**src/rtl/mc_control.sv**
```systemverilog
// ============================================================================
// Module   : mc_control
// Brief    : Multicycle MIPS-style control unit (Moore FSM) driving datapath
//            enables, mux selects and ALU control.
// Revision : 1.0 - initial release
// ============================================================================
`default_nettype none

module mc_control #(
    parameter logic [5:0] OP_BLTZ = 6'h01,
    parameter logic [5:0] OP_J    = 6'h02
) (
    input  logic       clk,
    input  logic       rst,
    input  logic [5:0] op,
    input  logic [5:0] funct,
    input  logic       zout,
    input  logic       signout,
    output logic [2:0] gin,
    output logic       pc_en,
    output logic       ir_write,
    output logic       mem_read,
    output logic       mem_write,
    output logic       i_or_d,
    output logic       reg_write,
    output logic       reg_dst,
    output logic       mem_to_reg,
    output logic       alu_src_a,
    output logic [1:0] alu_src_b,
    output logic [1:0] pc_source,
    output logic       instr_done,
    output logic       illegal
);

    typedef enum logic [3:0] {
        S_FETCH  = 4'd0,
        S_DECODE = 4'd1,
        S_MEMADR = 4'd2,
        S_MEMRD  = 4'd3,
        S_MEMWB  = 4'd4,
        S_MEMWR  = 4'd5,
        S_REXEC  = 4'd6,
        S_RWB    = 4'd7,
        S_BEQ    = 4'd8,
        S_BLTZ   = 4'd9,
        S_JUMP   = 4'd10
    } state_t;

    localparam logic [5:0] c_op_rtype = 6'h00;
    localparam logic [5:0] c_op_lw    = 6'h23;
    localparam logic [5:0] c_op_sw    = 6'h2B;
    localparam logic [5:0] c_op_beq   = 6'h04;

    state_t     r_state;
    state_t     w_next;
    logic [5:0] r_funct;
    logic       r_is_store;
    logic       w_funct_ok;

    function automatic logic [2:0] alu_gin(input logic [5:0] f);
        case (f)
            6'h20:   alu_gin = 3'b010;
            6'h22:   alu_gin = 3'b110;
            6'h24:   alu_gin = 3'b000;
            6'h25:   alu_gin = 3'b001;
            6'h2A:   alu_gin = 3'b111;
            default: alu_gin = 3'b010;
        endcase
    endfunction

    assign w_funct_ok = (funct == 6'h20) || (funct == 6'h22) || (funct == 6'h24) ||
                        (funct == 6'h25) || (funct == 6'h2A);

    always_comb begin
        w_next = S_FETCH;
        case (r_state)
            S_FETCH:  w_next = S_DECODE;
            S_DECODE: begin
                if (op == c_op_lw || op == c_op_sw)
                    w_next = S_MEMADR;
                else if (op == c_op_rtype)
                    w_next = w_funct_ok ? S_REXEC : S_FETCH;
                else if (op == c_op_beq)
                    w_next = S_BEQ;
                else if (op == OP_BLTZ)
                    w_next = S_BLTZ;
                else if (op == OP_J)
                    w_next = S_JUMP;
                else
                    w_next = S_FETCH;
            end
            // Load/store direction comes from the DECODE snapshot, not the live opcode
            S_MEMADR: w_next = r_is_store ? S_MEMWR : S_MEMRD;
            S_MEMRD:  w_next = S_MEMWB;
            S_REXEC:  w_next = S_RWB;
            default:  w_next = S_FETCH;
        endcase
    end

    always_ff @(posedge clk) begin
        if (rst) begin
            r_state    <= S_FETCH;
            r_funct    <= 6'h20;
            r_is_store <= 1'b0;
        end else begin
            r_state <= w_next;
            if (r_state == S_DECODE) begin
                r_funct    <= funct;
                r_is_store <= (op == c_op_sw);
            end
        end
    end

    always_comb begin
        gin        = 3'b010;
        pc_en      = 1'b0;
        ir_write   = 1'b0;
        mem_read   = 1'b0;
        mem_write  = 1'b0;
        i_or_d     = 1'b0;
        reg_write  = 1'b0;
        reg_dst    = 1'b0;
        mem_to_reg = 1'b0;
        alu_src_a  = 1'b0;
        alu_src_b  = 2'b00;
        pc_source  = 2'b00;
        instr_done = 1'b0;
        illegal    = 1'b0;
        if (rst) begin
            // Reset presents FETCH selects with every strobe that commits state held low
            mem_read  = 1'b1;
            ir_write  = 1'b1;
            alu_src_b = 2'b01;
        end else begin
            case (r_state)
                S_FETCH: begin
                    mem_read  = 1'b1;
                    ir_write  = 1'b1;
                    alu_src_b = 2'b01;
                    pc_en     = 1'b1;
                end
                S_DECODE: begin
                    alu_src_b = 2'b11;
                    illegal   = (w_next == S_FETCH);
                end
                S_MEMADR: begin
                    alu_src_a = 1'b1;
                    alu_src_b = 2'b10;
                end
                S_MEMRD: begin
                    mem_read = 1'b1;
                    i_or_d   = 1'b1;
                end
                S_MEMWB: begin
                    reg_write  = 1'b1;
                    mem_to_reg = 1'b1;
                    instr_done = 1'b1;
                end
                S_MEMWR: begin
                    mem_write  = 1'b1;
                    i_or_d     = 1'b1;
                    instr_done = 1'b1;
                end
                S_REXEC: begin
                    alu_src_a = 1'b1;
                    gin       = alu_gin(r_funct);
                end
                S_RWB: begin
                    reg_write  = 1'b1;
                    reg_dst    = 1'b1;
                    gin        = alu_gin(r_funct);
                    instr_done = 1'b1;
                end
                S_BEQ, S_BLTZ: begin
                    alu_src_a  = 1'b1;
                    gin        = 3'b110;
                    pc_source  = 2'b01;
                    pc_en      = (r_state == S_BEQ) ? zout : signout;
                    instr_done = 1'b1;
                end
                S_JUMP: begin
                    pc_source  = 2'b10;
                    pc_en      = 1'b1;
                    instr_done = 1'b1;
                end
                default: ;
            endcase
        end
    end

endmodule

`default_nettype wire

```
**config.mk**
```make
export PLATFORM = sky130hd
export DESIGN_NAME = mc_control
export DESIGN_NICKNAME = d
export VERILOG_FILES = /design/src/rtl/mc_control.sv
export SDC_FILE = /design/constraint.sdc
export NUM_CORES = 1
export LEC_CHECK = 0
export ABC_AREA = 1
export CAP_MARGIN = 20
export CORE_MARGIN = 2
export CORE_UTILIZATION = 45
export CTS_BUF_LIST = sky130_fd_sc_hd__clkbuf_4 sky130_fd_sc_hd__clkbuf_8
export CTS_CLUSTER_DIAMETER = 30
export DETAILED_ROUTE_END_ITERATION = 12
export PLACE_DENSITY = 0.81
export REMOVE_ABC_BUFFERS = 1
export SYNTH_ARGS = -nofsm -noshare
export SYNTH_HDL_FRONTEND = slang
export SYNTH_SLANG_ARGS = --single-unit
```
**constraint.sdc**
```tcl
create_clock -name clk -period 1.3 [get_ports clk]
set_input_delay 0.13 -clock clk [delete_from_list [all_inputs] [get_ports clk]]
set_output_delay 0.13 -clock clk [all_outputs]
set_load 0.01 [all_outputs]
```
==> flow_summary.ini <==
[setup_path]
cp-start-kind = flip-flop
worst_path_dominant_cell_family = flip-flops
crit_path_max_fanout = 3
critPathArrivalTime_ns = 1.57
criticalPathCategory = reg -> out
crit_path_cell_trace = buf_4, inv_4, nand2_4, nor2_4, o211ai_1, a31oi_1, buf_2
cp_num_buf_inv = 3
endpoint_kind = output port
cpMaxStageDelayCell = sky130_fd_sc_hd__dfxtp_4
critical_path.max_stage_delay_ns = 0.38
cp.required_ns = 1.17

[place]
dp_hpwl_um = 2350
place.port_buffers = 33
placed_area_um2 = 1498
numPlacedInstances = 241
dpl_worst_slack_ns = -0.6724
globalplace.congestion = 0.8167

[route]
wl_per_instance_um = 17.82
drtPass1Iterations = 4
avgViaCountPerCell = 5.635
number_of_drc_violations_after_detailed_routing = 0
dr.first_iter.drc_count = 68
routed-via-count = 1437
ant_nets = 0
detail_route.wirelength_um = 4545

[clock_network]
worst_setup_hold_path_clk_slew_ns = 0.11
cts_inserted_buffers = 3
cts_h_tree_lvls = 1
clk_latency_ns = 0.30
cts_max_path_buffers = 2
cts_tree = built
clock-root-buffer = sky130_fd_sc_hd__clkbuf_4
numClockSinks = 11

[synth]
yosysMostFrequentCell = sky130_fd_sc_hd__nor2_1
synthFlopType = sky130_fd_sc_hd__dfxtp_1
syn-instance-count = 149
ys_types = 28
synth_area_leaders = sky130_fd_sc_hd__dfxtp_1 24%, sky130_fd_sc_hd__nor2_1 12%, sky130_fd_sc_hd__inv_1 11%
yosysSeqAreaShare_pct = 24.48
synth-seq-cells = 11
synthTopCellsByCount = 28 x sky130_fd_sc_hd__nor2_1, 26 x sky130_fd_sc_hd__inv_1, 26 x sky130_fd_sc_hd__nand2_1, 11 x sky130_fd_sc_hd__dfxtp_1, 9 x sky130_fd_sc_hd__nand3_1
avgSynthCellArea_um2 = 6.038
yosys.area.top_type_share_pct = 24.48
netlist_area_um2 = 899.6
synth_edf_count = 0
post-synth-top-area-cell = sky130_fd_sc_hd__dfxtp_1
synth-warning-count = 0
async_reset_ff_share_pct = 0

[floorplan]
design.portCount = 34
design.die.area_um2 = 2373
start_util_pct = 46.81
die-width_um = 48.71
die-height_um = 48.71
core_um2 = 1922
rows = 16

[layout]
post_layout_nonfiller_instances = 255
drive_gt1_share_pct = 53.95
nets = 245
insertedDiodeCount = 0
postLayoutCellArea_um2 = 1699
flow.area_growth_from_synthesis_pct = 88.87
finalCoreUtilization_pct = 88.41

[sta]
setup_viol = 24
worstMarginPinSlew_ns = 0.2927
max-slew-margin-rel_pct = 80.34
fin_worst_skew_ns = 0.02676
period_needed_ns = 1.697
setup_repair_after_global_routing_missed_its_margin = yes
max_freq_ghz = 0.5892
maxSlewViolCount = 0
setup_slack_ns = -0.3974
final_hold_viol_count = 0
finalCritPeriodShare_pct = 130.6

[global_routing]
initial_antenna_violation_count = 0
gr-total-overflow = 0
wire_length_of_the_first_global_routing_pass_um = 6265
grt_start_max_net_pins = 14
grt_pass1_vias = 1378
track_usage_pct = 34.09

[pwr]
cellLeakagePower_uw = 0.0008399
power.ir.vdd_worst_uv = 704.3
power.switching_uw = 393.8
p_comb_share_pct = 39.1
p_sw_share_pct = 35.68
p_int_uw = 710.0
clock_power_share_pct = 26.6
total_power_uw = 1104
power_density_nw_per_um2 = 649.6
power_frac_seq_pct = 34.2

[hold_path]
hp-class = in -> reg

[run_status]
run_status = finished with violations
failing_checks = setup timing

[job]
cap_violations = 0
-- through the flow --
stage	setup TNS [ns]	hold WS, ns
floorplan	0	0.1956
global placement	-7.486	0.4869
detailed placement	-8.918	0.5063
CTS	-2.761	0.3670
global route	-5.647	0.3699
finish	-4.536	0.3676
-- cell usage in the layout, fill, tap and decap left out, types with 2 or more instances in the layout --
master,count
sky130_fd_sc_hd__nand2_4,3
sky130_fd_sc_hd__a211oi_2,2
sky130_fd_sc_hd__a21oi_1,4
sky130_fd_sc_hd__o21ai_2,4
sky130_fd_sc_hd__buf_2,15
sky130_fd_sc_hd__inv_1,19
sky130_fd_sc_hd__dfxtp_1,7
sky130_fd_sc_hd__a21oi_2,4
sky130_fd_sc_hd__o211ai_1,2
sky130_fd_sc_hd__nor3_1,2
sky130_fd_sc_hd__o21ai_1,5
sky130_fd_sc_hd__buf_6,12
sky130_fd_sc_hd__clkbuf_4,4
sky130_fd_sc_hd__nand2_2,7
sky130_fd_sc_hd__nor2_2,7
sky130_fd_sc_hd__dlygate4sd2_1,5
sky130_fd_sc_hd__nor2_1,20
sky130_fd_sc_hd__nand4_1,2
sky130_fd_sc_hd__clkdlybuf4s50_1,9
sky130_fd_sc_hd__inv_4,5
sky130_fd_sc_hd__buf_4,35
sky130_fd_sc_hd__nor2_4,6
sky130_fd_sc_hd__nand3_2,4
sky130_fd_sc_hd__nand2_1,20
sky130_fd_sc_hd__nand3_1,6
sky130_fd_sc_hd__inv_2,6
sky130_fd_sc_hd__dfxtp_4,3
-- final timing paths --
path / start / end / slack, ns / cells after the start
max: r_state[2] / pc_en / -0.40 / 7
min: rst / r_state[3] / 0.37 / 3
max reg2reg: r_state[1] / r_is_store / -0.22 / 11
min reg2reg: r_is_store / r_is_store / 0.57 / 2
-- state kept, by name, indices dropped and copies added (netlist names) --
name and cells:
r_funct 6, r_is_store 1, r_state 4
-- cell type report --
cell class | instances | area, µm²
repair buffers | 78 | 624.3
inverters | 30 | 125.1
clock buffers | 4 | 30.03
multi-input cells | 105 | 653.1
fillers | 106 | 222.7
well taps | 27 | 33.78
flip-flops and latches | 11 | 232.7
-- kinds of logic after synthesis --
family	count (synthesis)	synth area share [%]
compound gates	25	18.36
buf+inv	33	15.71
flops	11	24.48
simple gates	80	41.45
-- layer usage --
| layer | track usage [%] | part of all wire (%) |
|---|---|---|
| met5 | 0 | 0 |
| met4 | 21.90 | 8.2 |
| met3 | 8.025 | 7.7 |
| met2 | 62.56 | 49 |
| met1 | 34.04 | 35 |
-- repair_timing --
action,CTS,global route
hold buffers,0,0
setup endpoints to repair,23,25
resized for setup,116,26
pin swaps,11,11
buffers inserted,10,3
endpoints found under the hold margin,0,0
cloned,0,0
-- power by group through the flow --
stage               Sequential [µW]  Combinational, µW  Clock [µW]
finish                          378                432         294
global placement                382                316           0
detailed placement              384                331           0
floorplan                       382                134           0
global route                    378                454         299
CTS                             375                373         267
-- worst register-to-register path, stage by stage (launching register included) --
cell,delay [ns]
sky130_fd_sc_hd__dfxtp_4,0.39
sky130_fd_sc_hd__inv_4,0.08
sky130_fd_sc_hd__nand2_4,0.07
sky130_fd_sc_hd__nor2_8,0.17
sky130_fd_sc_hd__nand2_4,0.08
sky130_fd_sc_hd__buf_4,0.14
sky130_fd_sc_hd__buf_6,0.11
sky130_fd_sc_hd__buf_6,0.10
sky130_fd_sc_hd__buf_6,0.10
sky130_fd_sc_hd__buf_6,0.10
sky130_fd_sc_hd__nand2_2,0.05
sky130_fd_sc_hd__a21oi_2,0.03
Power figures use the tool's default switching activity.
